[src/rtl/mem_port_arbiter.sv]
// mem_port_arbiter: shares one external memory port between instruction fetch (IC)
// and the ID-stage data access (DC). One transaction in flight at a time, sequenced
// IDLE -> REQ -> WAIT -> RESP. DC has fixed priority. IC is forced through after
// STARVE_LIMIT consecutive DC grants while it is waiting.
// Optional feature macro: MEM_ARB_TIMEOUT_EN. When defined, a WAIT lasting
// TIMEOUT_CYCLES ends in an error response with zero data. When undefined, WAIT
// waits indefinitely and resp_err_o is tied low.
//
// Handshake semantics: a requester holds *_req_valid_i. The request is taken in the
// cycle where *_ready_o is high, and *_ready_o only rises in IDLE for the winner.
// mem_req_valid_o stays high with stable mem_* fields until the cycle where
// mem_req_ready_i is high. mem_resp_valid_i is only honoured in WAIT.
// *_resp_valid_o is a single-cycle pulse, and resp_err_o qualifies it.
module mem_port_arbiter #(
  parameter int STARVE_LIMIT   = 4,
  parameter int TIMEOUT_CYCLES = 256
) (
  input  logic        clk,
  input  logic        rst,
  input  logic        ic_req_valid_i,
  input  logic [63:0] ic_addr_i,
  output logic        ic_ready_o,
  output logic        ic_resp_valid_o,
  output logic [63:0] ic_rdata_o,
  input  logic        dc_req_valid_i,
  input  logic        dc_wen_i,
  input  logic [63:0] dc_addr_i,
  input  logic [63:0] dc_wdata_i,
  input  logic [1:0]  dc_wlen_i,
  output logic        dc_ready_o,
  output logic        dc_resp_valid_o,
  output logic [63:0] dc_rdata_o,
  output logic        dc_stall_o,
  output logic        resp_err_o,
  output logic        mem_req_valid_o,
  input  logic        mem_req_ready_i,
  output logic        mem_wen_o,
  output logic [63:0] mem_addr_o,
  output logic [63:0] mem_wdata_o,
  output logic [1:0]  mem_wlen_o,
  input  logic        mem_resp_valid_i,
  input  logic [63:0] mem_rdata_i,
  output logic [1:0]  dbg_state_o
);

  typedef enum logic [1:0] {
    S_IDLE = 2'd0,
    S_REQ  = 2'd1,
    S_WAIT = 2'd2,
    S_RESP = 2'd3
  } state_t;

  localparam logic [3:0] LP_STARVE = 4'(STARVE_LIMIT);

  state_t      r_state;
  logic        r_owner_dc;
  logic        r_wen;
  logic [63:0] r_addr;
  logic [63:0] r_wdata;
  logic [1:0]  r_wlen;
  logic [3:0]  r_starve_cnt;
  logic [63:0] r_ic_rdata;
  logic [63:0] r_dc_rdata;

  logic w_idle;
  logic w_ic_force;
  logic w_grant_ic;
  logic w_grant_dc;
  logic w_timeout;

  // Grant decision is only meaningful in IDLE. It is gated by reset so that no accept
  // is signalled while reset is being applied.
  assign w_idle     = rst && (r_state == S_IDLE);
  assign w_ic_force = ic_req_valid_i && (r_starve_cnt == LP_STARVE);
  assign w_grant_ic = w_idle && ic_req_valid_i && (!dc_req_valid_i || w_ic_force);
  assign w_grant_dc = w_idle && dc_req_valid_i && !w_grant_ic;

  assign ic_ready_o      = w_grant_ic;
  assign dc_ready_o      = w_grant_dc;
  assign ic_resp_valid_o = (r_state == S_RESP) && !r_owner_dc;
  assign dc_resp_valid_o = (r_state == S_RESP) && r_owner_dc;
  assign ic_rdata_o      = r_ic_rdata;
  assign dc_rdata_o      = r_dc_rdata;
  assign dc_stall_o      = w_grant_dc || (r_owner_dc && (r_state != S_IDLE));
  assign mem_req_valid_o = (r_state == S_REQ);
  assign mem_wen_o       = r_wen;
  assign mem_addr_o      = r_addr;
  assign mem_wdata_o     = r_wdata;
  assign mem_wlen_o      = r_wlen;
  assign dbg_state_o     = r_state;

`ifdef MEM_ARB_TIMEOUT_EN
  logic [8:0] r_wait_cnt;
  logic       r_err;

  assign w_timeout  = (r_wait_cnt == 9'(TIMEOUT_CYCLES - 1));
  assign resp_err_o = (r_state == S_RESP) && r_err;

  // WAIT-state cycle counter. It is held at zero outside WAIT, so it starts fresh on each entry.
  always_ff @(posedge clk) begin
    if (!rst || (r_state != S_WAIT)) begin
      r_wait_cnt <= '0;
    end else begin
      r_wait_cnt <= r_wait_cnt + 9'd1;
    end
  end

  // Error flag is set when WAIT ends by timeout, and is dropped once the RESP pulse is done.
  always_ff @(posedge clk) begin
    if (!rst) begin
      r_err <= 1'b0;
    end else if (r_state == S_WAIT) begin
      r_err <= w_timeout && !mem_resp_valid_i;
    end else if (r_state == S_RESP) begin
      r_err <= 1'b0;
    end
  end
`else
  logic w_unused_cfg;

  assign w_timeout    = 1'b0;
  assign resp_err_o   = 1'b0;
  assign w_unused_cfg = (TIMEOUT_CYCLES == 0);
`endif

  // Transaction FSM: grant and latch in IDLE, present to memory, capture the response, pulse the owner.
  always_ff @(posedge clk) begin
    if (!rst) begin
      r_state      <= S_IDLE;
      r_owner_dc   <= 1'b0;
      r_wen        <= 1'b0;
      r_addr       <= '0;
      r_wdata      <= '0;
      r_wlen       <= '0;
      r_starve_cnt <= '0;
      r_ic_rdata   <= '0;
      r_dc_rdata   <= '0;
    end else begin
      case (r_state)
        S_IDLE: begin
          if (!ic_req_valid_i) begin
            r_starve_cnt <= '0;
          end
          if (w_grant_ic) begin
            r_owner_dc   <= 1'b0;
            r_wen        <= 1'b0;
            r_addr       <= ic_addr_i;
            r_wdata      <= '0;
            r_wlen       <= 2'd2;
            r_starve_cnt <= '0;
            r_state      <= S_REQ;
          end else if (w_grant_dc) begin
            r_owner_dc <= 1'b1;
            r_wen      <= dc_wen_i;
            r_addr     <= dc_addr_i;
            r_wdata    <= dc_wdata_i;
            r_wlen     <= dc_wlen_i;
            if (ic_req_valid_i && (r_starve_cnt < LP_STARVE)) begin
              r_starve_cnt <= r_starve_cnt + 4'd1;
            end
            r_state <= S_REQ;
          end
        end
        S_REQ: begin
          if (mem_req_ready_i) begin
            r_state <= S_WAIT;
          end
        end
        S_WAIT: begin
          if (mem_resp_valid_i) begin
            if (r_owner_dc) begin
              r_dc_rdata <= r_wen ? 64'd0 : mem_rdata_i;
            end else begin
              r_ic_rdata <= mem_rdata_i;
            end
            r_state <= S_RESP;
          end else if (w_timeout) begin
            if (r_owner_dc) begin
              r_dc_rdata <= 64'd0;
            end else begin
              r_ic_rdata <= 64'd0;
            end
            r_state <= S_RESP;
          end
        end
        S_RESP: begin
          r_state <= S_IDLE;
        end
        default: begin
          r_state <= S_IDLE;
        end
      endcase
    end
  end

endmodule

[config.mk]
export PLATFORM = sky130hd
export DESIGN_NAME = mem_port_arbiter
export DESIGN_NICKNAME = d
export VERILOG_FILES = /design/src/rtl/mem_port_arbiter.sv
export SDC_FILE = /design/constraint.sdc
export NUM_CORES = 1
export LEC_CHECK = 0
export CORE_AREA = 2 2 208 210
export CTS_CLUSTER_SIZE = 12
export DETAILED_ROUTE_END_ITERATION = 8
export DIE_AREA = 0 0 210 212
export SETUP_SLACK_MARGIN = 0.1
export SKIP_LAST_GASP = 1
export SLEW_MARGIN = 20
export SYNTH_ARGS = -nofsm -noshare
export SYNTH_HDL_FRONTEND = slang
export SYNTH_SLANG_ARGS = --single-unit
[constraint.sdc]
create_clock -name clk -period 2.65 [get_ports clk]
set_clock_uncertainty 0.05 [all_clocks]
set_input_delay 0.265 -clock clk [delete_from_list [all_inputs] [get_ports clk]]
set_output_delay 0.265 -clock clk [all_outputs]
set_load 0.02 [all_outputs]
# ---- Yosys cells after proc, flatten, opt, wreduce, memory -nomap -nowiden
# Cells that the tools add are included.
dict set report totals {
  ff_bits 266
  input_bits 265
}
dict set report op_classes {
  n_addsub 1
  magnitude_cmp 1
  n_eq_ne 7
  muxes 20
  bitwise 1
  reduce_logical 22
}
# op count
set ops {}
lappend ops {{two-way mux 64 bit} 5}
lappend ops {{two-way mux 4 bit} 4}
lappend ops {{two-way mux 2 bit} 6}
lappend ops {{logical AND 1 bit} 10}
lappend ops {{AND reduction 3 bit} 3}
lappend ops {{one-hot mux 2 bit (4 select lines)} 1}
lappend ops {{adder 4 x 1 -> 4 bit, second input constant} 1}
lappend ops {{equality test 2 bit, second input constant} 2}
lappend ops {{equality test 4 x 3 -> 1 bit, second input constant} 1}
lappend ops {{less-than comparator 4 x 3 -> 1 bit, second input constant} 1}
lappend ops {{two-way mux 1 bit} 4}
lappend ops {{nonzero test 2 bit} 2}
lappend ops {{logical NOT 1 bit} 3}
lappend ops {{!= test 3 bit, second input constant} 1}
lappend ops {{equality test 2 x 1 -> 1 bit, second input constant} 1}
lappend ops {{logical NOT 2 bit} 1}
lappend ops {{logical OR 1 bit} 2}
lappend ops {{!= test 2 x 1 -> 1 bit, second input constant} 1}
lappend ops {{!= test 2 bit, second input constant} 1}
lappend ops {{AND reduction 2 bit} 1}
lappend ops {{NOT 1 bit} 1}

# ---- Logic depth before layout (Yosys ltp)
dict set report logic_depth {
  depth_word 9
  depth_mapped 9
  depth_no_buf 6
}

# ---- Worst setup path after synthesis
# OpenSTA, ideal clock, no wires.
dict set report synth_path {
  path_type {register to output}
  from {register r_state[1] (netlist: dbg_state_o[1])}
  to {output dc_stall_o}
  arrival_time_ns 1.702
  required_time_ns 2.335
  slack_ns 0.633
  stages_incl_launch_ff 8
  path_buffers 2
  path_cell_list {dfxtp_1 > inv_1 > ha_1 > buf_2 > inv_1 > a2111oi_4 > buf_2 > a21o_1}
}
dict set report synth_between {
  elab_chain_cells 7
  word_cells_on_any_way 10
  classes_between {10 x reduce/logical}
}
# element line_no
set synth_lines {}
lappend synth_lines {{start, declared} 55} ;# state_t r_state;
lappend synth_lines {{start signal, assigned} 129} ;# r_state <= S_IDLE;
lappend synth_lines {{start signal, assigned} 151} ;# r_state <= S_REQ;
lappend synth_lines {{start signal, assigned} 161} ;# r_state <= S_REQ;
lappend synth_lines {{logical NOT 2 bit (*)} 73} ;# assign w_idle = rst && (r_state == S_IDLE);
lappend synth_lines {{logical AND 1 bit (*)} 73}
lappend synth_lines {{logical AND 1 bit (2 in a row)} 75} ;# assign w_grant_ic = w_idle && ic_req_valid_i && (!dc_req_valid_i || w_ic_force);
lappend synth_lines {{logical NOT 1 bit} 76} ;# assign w_grant_dc = w_idle && dc_req_valid_i && !w_grant_ic;
lappend synth_lines {{logical AND 1 bit (*)} 76}
lappend synth_lines {{named net dc_ready_o} 30} ;# output logic dc_ready_o,
lappend synth_lines {{logical OR 1 bit (*)} 84} ;# assign dc_stall_o = w_grant_dc || (r_owner_dc && (r_state != S_IDLE));
lappend synth_lines {{end, declared} 33} ;# output logic dc_stall_o,
# The timed path passes the listed nets; every way through them passes the cells marked *.

# ---- Final worst setup path
dict set report layout_path {
  from {register r_starve_cnt[0]}
  to {output dc_stall_o}
}
dict set report layout_between {
  elab_chain_cells 7
}
# element line_no
set layout_lines {}
lappend layout_lines {{start, declared} 61} ;# logic [3:0] r_starve_cnt;
lappend layout_lines {{start signal, assigned} 159} ;# r_starve_cnt <= r_starve_cnt + 4'd1;
lappend layout_lines {{equality test 4 x 3 -> 1 bit} 74} ;# assign w_ic_force = ic_req_valid_i && (r_starve_cnt == LP_STARVE);
lappend layout_lines {{logical AND 1 bit} 74}
lappend layout_lines {{logical OR 1 bit} 75}
lappend layout_lines {{logical AND 1 bit} 75}
lappend layout_lines {{logical NOT 1 bit} 76}
lappend layout_lines {{logical AND 1 bit} 76}
lappend layout_lines {{logical OR 1 bit} 84}
# Every way passes these cells.

==> impl_metrics.toml <==
[timing]
max_freq_mhz = 402.3
setup_viol_count_final = 0
rsz0062_at_grt = "yes"
relSlewSlack = 0.4812
worst_pin_slew_ps = 778.2
min_period_ps = 2486
timing.hold.ws_ps = 197.7
setup_tns_ps = 0
finalHoldViolations = 0
slew_violations = 0
min_period_over_period = 0.9380

[clock_network]
h-tree-depth = 1
clockRootBuffer = "clkbuf_16"
cts.clk_slew.worst_paths_ps = 60
cts-hold-fix-buffers = 0
cts_buffers = 31
clkLatencyLatePin_ps = 580
cts_num_sinks = 266
tritoncts = "done"
clockBufferDepth = 3

[grt]
antenna_found_initial = 2
grt_pass1_wl_um = 55650
grt_max_degree = 118
grt_use_total = 0.1590
overflow = 0
grt_pass1_vias = 9594

[place]
hpwl_um = 27050
dpl-instance-area_um2 = 15830
place.gp.congestion = 0.8017
io_buffer_count = 531

[floorplanning]
io_pins = 533
dieWidth_um = 210
fp.dieH_um = 212
dieArea_um2 = 44520
rows = 76
core_um2 = 42510
start_util = 0.2295

[worst_setup_path]
cp_cell_sequence = "inv_2, ha_4, and3b_2, a2111oi_4, buf_6, buf_16, a21o_1, buf_12"
crit_buf_inv = 4
max_stage_delay_ps = 330
crit_slowest_cell = "dfxtp_2"
timing.critical_path.to_type = "primary output"
crit_arrival_ps = 2170
crit_type = "flip-flop to primary output"
cpLargestDelayFamily = "buffers and inverters"
cp.required_ps = 2340
reg2reg_setup_slack_ps = 500
crit_path_max_fanout = 3
worstSetupStartpointType = "flip-flop"

[status]
status = "finished clean"

[routing]
ant_nets = 0
vias = 9641
drtIter0Drc = 515
drc_errors = 0
drt_pass1_iterations = 5
post_drt_via_cell_ratio = 4.474
drt-total-wl_um = 37590
wl_per_cell_um = 17.44

[final_layout]
multiInputGateArea_um2 = 4055
drive_gt1_frac = 0.1095
ff_latch_area_um2 = 5329
fill_cells = 4187
final_area_um2 = 16980
area_growth_pct = 74.09
finalNetCount = 1855
post-route-util = 0.3995

[synthesis]
netlist_area_um2 = 9754
yosysTopAreaCell = "dfxtp_1"
synth_top_area_frac = 0.5459
ys_ff_latch = 266
ys_seq_area_frac = 0.5459
synth_area_per_cell_um2 = 9.150
synth_cells = 1066
synth-edff-count = 0
synthArstFlopShare = 0
yosysMostFrequentCell = "dfxtp_1"
synthTopCellsByArea = "dfxtp_1 (55%), nor2_1 (7.7%), o221a_2 (7.4%)"
ys_top_cells_by_count = "dfxtp_1 (266), nor2_1 (199), nand2_1 (134)"
synth_ff_type = "dfxtp_1"
synth_nets = 1337
ys_types = 33
yosys_warnings = 0

[power_and_ir_drop]
p_per_area_nw_per_um2 = 837.0
p_switching_uw = 4664
p_seq_frac = 0.355
pwr-share-comb = 0.350
pwr-share-clk = 0.295
power_uw = 14210
power.leakage_uw = 0.006223
ir_worst_vdd_mv = 0.4865
intPower_uw = 9549
switching_share = 0.3282

[flow_run]
maxCapViolCount = 0

[worst_hold_path]
hold_class = "input pin to flip-flop"
==> power by group through the flow <==
stage                     clock network (uW)  logic, uW  registers (uW)
after CTS                               4360       5010            5050
after global placement                     0       4870            5110
after detailed placement                   0       4900            5110
final                                   4200       4970            5040
after floorplan                            0       1680            5810
after global routing                    4520       5320            5120
==> final cells by class <==
cell class / count / share of cell area
clock inverters: 11 / 0.007589
inverters: 11 / 0.002726
flip-flops and latches: 266 / 0.3138
multi-input cells: 697 / 0.2388
repair buffers: 577 / 0.3454
well taps: 546 / 0.04023
clock buffers: 45 / 0.05113
diodes: 2 / 0.0002947
==> sequential cells by signal, summed over array words and instances, names as in the netlist <==
| signal | count |
|---|---|
| dbg_state_o | 2 |
| mem_wdata_o | 64 |
| r_starve_cnt | 4 |
| mem_wen_o | 1 |
| mem_addr_o | 64 |
| dc_rdata_o | 64 |
| mem_wlen_o | 2 |
| ic_rdata_o | 64 |
| r_owner_dc | 1 |
==> cell usage in the layout, fill, tap and decap left out, types with 2 or more instances in the layout <==
| cell type | count |
|---|---|
| clkdlybuf4s50_1 | 527 |
| dfxtp_1 | 263 |
| nor2_1 | 197 |
| nand2_1 | 134 |
| a21oi_1 | 131 |
| o221a_2 | 64 |
| a22o_1 | 64 |
| nor3b_1 | 64 |
| buf_4 | 32 |
| clkbuf_16 | 31 |
| buf_12 | 11 |
| clkbuf_1 | 10 |
| inv_1 | 7 |
| o21ai_0 | 7 |
| nand3_1 | 5 |
| clkinv_2 | 5 |
| ha_1 | 4 |
| clkbuf_8 | 4 |
| inv_2 | 3 |
| nor3_1 | 3 |
| dfxtp_2 | 3 |
| diode_2 | 2 |
| inv_6 | 2 |
| nor2b_1 | 2 |
| nor2_4 | 2 |
| a221oi_1 | 2 |
| ha_4 | 2 |
| bufinv_16 | 2 |
| clkinvlp_4 | 2 |
| bufbuf_16 | 2 |
==> path summary, 6_finish.rpt <==
kind,start,to,depth (start not counted)
setup / recovery,r_starve_cnt[0],dc_stall_o,8
hold / removal,dc_wen_i,mem_wen_o,3
setup reg to reg,dbg_state_o[0],ic_rdata_o[8],7
hold reg to reg,ic_rdata_o[15],ic_rdata_o[15],2
==> worst min-delay path, delay by kind of cell <==
family	cells	cell delay [ps]
AO/OA/AOI/OAI	1	60
buffers and inverters	1	390
AND/OR/NAND/NOR	1	50
==> cell families after synthesis <==
| logic type | after synthesis | synth area share |
|---|---|---|
| AO/OA/AOI/OAI | 276 | 0.2128 |
| adder cells (fa/ha/maj) | 6 | 0.007696 |
| buffers and inverters | 103 | 0.04566 |
| flip-flops | 266 | 0.5459 |
| other | 1 | 0.0003844 |
| AND/OR/NAND/NOR | 414 | 0.1875 |
==> stage by stage <==
| stage | cells | setup WS, ps |
|---|---|---|
| floorplan | 1066 | 632.7 |
| detailed placement | 2089 | 135.8 |
| global placement | 2089 | 136.6 |
| CTS | 2152 | 106.2 |
| finish | 2155 | 164.4 |
| global route | 2153 | 41.45 |
==> repair_timing <==
| action | 4_1_cts | 5_1_grt |
|---|---|---|
| setup buffers | 5 | 1 |
| resized for setup | 15 | 4 |
| pin swaps | 2 | 1 |
| cloned | 2 | 0 |
| endpoints found under the setup margin | 3 | 4 |
==> layer usage <==
| layer | routed length [um] | global-route usage |
|---|---|---|
| met2 | 17930 | 0.2729 |
| met3 | 3151 | 0.05037 |
| met4 | 1233 | 0.05943 |
| met5 | 0 | 0 |
| met1 | 15270 | 0.1859 |
Power figures use the tool's default switching activity.
==> variant 1 (same settings) <==
Put one more register stage on the output `dbg_state_o`. The value now appears one clock later. The other outputs are not delayed to match.
--- a/src/rtl/mem_port_arbiter.sv
+++ b/src/rtl/mem_port_arbiter.sv
@@ -89,3 +89,5 @@
   assign mem_wlen_o      = r_wlen;
-  assign dbg_state_o     = r_state;
+  always_ff @(posedge clk) begin
+    dbg_state_o <= r_state;
+  end
 
Check against the original RTL: not equivalent (Yosys sat finds a counterexample within 4 cycles, from zero or initial values and one cycle with rst low).
==> variant 1 against the original RTL <==
Final area rose by 0.30%; worst setup slack better by 0.045 ns; sequential cell count up 2; global-route usage is 0.56 points higher; maximum frequency increased by 1.8%; wire length grew 3.3%; total power decreased by 3.2%; synthesized area rose by 4.8%; critical endpoint is now dc_ready_o; largest cell class unchanged; highest routed layer unchanged.
==> variant 1: results (changes against the original RTL) <==
- GRT Overall Usage: 0.165 (+0.00561)
- Routability cong.: 0.799 (-0.30%)
- Iter 0 DRT Violations: 565 (+9.7%)
- Number of non-clock buffers: 559 (-3.1%)
- Clock Power Share: 0.300 (+0.005)
- Diode count: 0 (-2)
- Status: finished clean
- Main combinational cell family by area after synthesis: simple AND/OR/NAND/NOR gates
- Net switching power: 4.59 mW (-1.5%)
- Initial antenna violation count: 0 (-2)
- NonClk Buf Share: 0.326 (-0.0193)
- Top area cells in the synthesized netlist: dfxtp_1, nor3_1, a22o_1
- DRT Pass-1 Iters: 4 (-1)
- Seq/Total Area, Yosys: 0.525 (-0.0209)
- First-pass GRT wire length: 58.4 mm (+4.9%)
- Met1 GRT Util: 0.199 (+0.0130)
- VDD IR-drop max: 0.000461 V (-5.2%)
- Sink Count: 268 (+0.75%)
- Leak: 5.89 nW (-5.4%)
- Placed Area: 16100 um2 (+1.4%)
- Pre-CTS WS: 0.228 ns (+0.0920 ns)
- Worst slew pin tran: 0.799 ns (+0.0209 ns)
- Final nets: 1899 (+2.4%)
- CP max stage cell: dlygate4sd2_1
- Vias after detailed routing: 10231 (+6.1%)
- DP Cell Count: 2140 (+2.4%)
- Synthesized Nets: 1414 (+5.8%)
- M3 GR Usage: 0.0476 (-0.00281)
- Comb pwr: 4.53 mW (-8.9%)
- M2 GR Usage: 0.281 (+0.00779)
- Adder-cell share of the synthesized area: 0.00735 (-0.000350)
==> variant 1: cell count changes after synthesis, sizes merged, moves of 3 or more <==
cell    delta
nand3      -4
a21boi    +65
o221a     -64
a21oi     -65
inv        -3
nor3     +190
clkbuf    +22
nor2     -192
o21ai     +61
buf        -7
nor2b     +67
==> variant 1: worst register-to-register path: stages, from the launching register on <==
cell,delay (ns)
dfxtp_1,0.35
inv_1,0.09
ha_1,0.33
inv_1,0.21
nor2_4,0.37
buf_4,0.36
o21ai_0,0.13
nor3_1,0.24
==> variant 1: final timing paths <==
check | from | end | slack (ns)
max | r_starve_cnt[0] | dc_ready_o | 0.21
min | mem_rdata_i[52] | ic_rdata_o[52] | 0.23
max reg2reg | r_state[0] | mem_addr_o[23] | 0.43
min reg2reg | r_state[1] | dbg_state_o[1] | 0.36
==> variant 2 (same settings) <==
Made on the original files. The option `MEM_ARB_TIMEOUT_EN` is turned on by a define.
--- a/src/rtl/mem_port_arbiter.sv
+++ b/src/rtl/mem_port_arbiter.sv
@@ -13,2 +13,4 @@
 // *_resp_valid_o is a single-cycle pulse, and resp_err_o qualifies it.
+`define MEM_ARB_TIMEOUT_EN
+
 module mem_port_arbiter #(
Formal check against the unedited RTL: same outputs for any inputs over 4 cycles, from zero or initial values and one cycle with rst low; that may be too few to reach the edited logic, so the function may still have changed.
==> variant 2 against the original RTL <==
Count of clock-buffer cells in the layout is the same; total power up 1.4%; synthesized area is 8.0% higher; via count rose by 8.3%; worst setup slack improved by 0.037 ns; sequential share of layout area is 0.33 points higher; final area rose by 2.7%; core utilization rose by 1.1 points; non-clock buffer count shrank 15; worst hold slack gained 0.025 ns; sequential cell count grew 10; wire length increased by 10%; clock power grew 2%; critical endpoint unchanged; highest routed layer is now met5.
==> variant 2: results (changes against the original RTL) <==
- Status: finished clean
- Met1 GRT Util: 0.199 (+0.0135)
- First-pass GRT wire length: 61.9 mm (+11%)
- M3 GR Usage: 0.0623 (+0.0120)
- # fillers: 4189 (+0.048%)
- VDD IR-drop max: 0.000464 V (-4.6%)
- List of most frequent post-synthesis cells: dfxtp_1, a21oi_1, nand2_1, clkbuf_1, nand3_1
- Final setup margin: 0.202 ns (+0.0372 ns)
- GRT Overall Usage: 0.176 (+0.0165)
- DR WL met2: 20.2 mm (+13%)
- Layout cell share with drive strength beyond 1: 0.0587 (-0.0508)
- Placed Area: 16400 um2 (+3.5%)
- Reg2reg end: dc_rdata_o[10]
- CP max stage delay: 0.37 ns (+0.04 ns)
- DR top layer: met5
- Final nets: 1820 (-1.9%)
- Max_slew headroom: 0.453 (-0.0280)
- R2R depth: 9 (+2)
- Number of global-route vias before repair: 10370 (+8.1%)
- Vias/cell: 4.94 (+10%)
- Met1 wire length: 15.9 mm (+4.2%)
- Port bufs: 532 (+0.19%)
- Pre-CTS WS: 0.264 ns (+0.128 ns)
- Post-synth cell types: 49 (+48%)
- Synthesized Nets: 1339 (+0.15%)
- R2R Setup Slk: 0.39 ns (-0.11 ns)
[variant 2: changes by cell type after synthesis, sizes merged, moves of 10 or more]
| cell | unedited run | this run |
|---|---|---|
| o21a | 1 | 65 |
| nand3 | 7 | 69 |
| dfxtp | 266 | 276 |
| o21ai | 7 | 68 |
| nand4b | 0 | 64 |
| nor3b | 64 | 0 |
| buf | 30 | 43 |
| nor2 | 199 | 12 |
| nand2 | 134 | 74 |
[variant 2: final cells by class]
class / count / area share
repair buffers: 562 / 0.324
flip-flops and latches: 276 / 0.317
multi-input cells: 666 / 0.260
clock buffers: 45 / 0.0515
well taps: 546 / 0.0392
clock inverters: 8 / 0.00632
inverters: 10 / 0.00230
diodes: 2 / 0.000287
[variant 2: worst max-delay path by stage]
| stage | end | cells after the start |
|---|---|---|
| 5_1_grt | dc_stall_o | 6 |
| 2_1_floorplan | dc_stall_o | 6 |
| 3_5_place_dp | dc_stall_o | 5 |
| 4_1_cts | dc_stall_o | 6 |
| 3_3_place_gp | dc_stall_o | 5 |
| 6_report | dc_stall_o | 6 |
[variant 2: repair_timing]
item / CTS / global route
pin swaps: 1 / 1
setup buffers: 1 / 0
hold buffers: 2 / 0
hold endpoints to repair: 5 / 0
setup endpoints to repair: 3 / 1
gates resized for setup: 5 / 1
[variant 2: kinds of logic (layout without fill, tap and decap cells)]
| logic type | Yosys count | in the layout | synth area share |
|---|---|---|---|
| AOI/OAI and AO/OA | 414 | 414 | 0.280 |
| xor gates and xnor gates | 3 | 3 | 0.00249 |
| adders and majority gates | 8 | 8 | 0.00950 |
| buffers and inverters | 124 | 625 | 0.0522 |
| DFF | 276 | 276 | 0.524 |
| muxes | 1 | 1 | 0.000950 |
| other | 0 | 2 | 0 |
| and+or+nand+nor | 240 | 240 | 0.131 |
[variant 2: power by group through the flow]
stage / Clock, mW / Combinational, mW / Sequential, mW
final: 4.29 / 4.91 / 5.21
after global routing: 4.59 / 5.19 / 5.29
after CTS: 4.43 / 4.96 / 5.22
after detailed placement: 0 / 4.92 / 5.29
after global placement: 0 / 4.89 / 5.28
after floorplan: 0 / 1.83 / 5.95
[variant 2: through the flow]
step / power, mW / cells / hold WS (ns)
final: 14.4 / 2115 / 0.223
after detailed placement: 10.2 / 2057 / 0.390
after floorplan: 7.78 / 1066 / 0.348
after global routing: 15.1 / 2113 / 0.207
after global placement: 10.2 / 2057 / 0.379
after CTS: 14.6 / 2113 / 0.184
[variant 2: worst max-delay path: cells and delay by family (launching register included)]
| kind | cells | cell delay, ns |
|---|---|---|
| and+or+nand+nor | 2 | 0.47 |
| DFF | 1 | 0.37 |
| buffers and inverters | 2 | 0.36 |
| adders and majority gates | 1 | 0.22 |
| AOI/OAI and AO/OA | 1 | 0.12 |
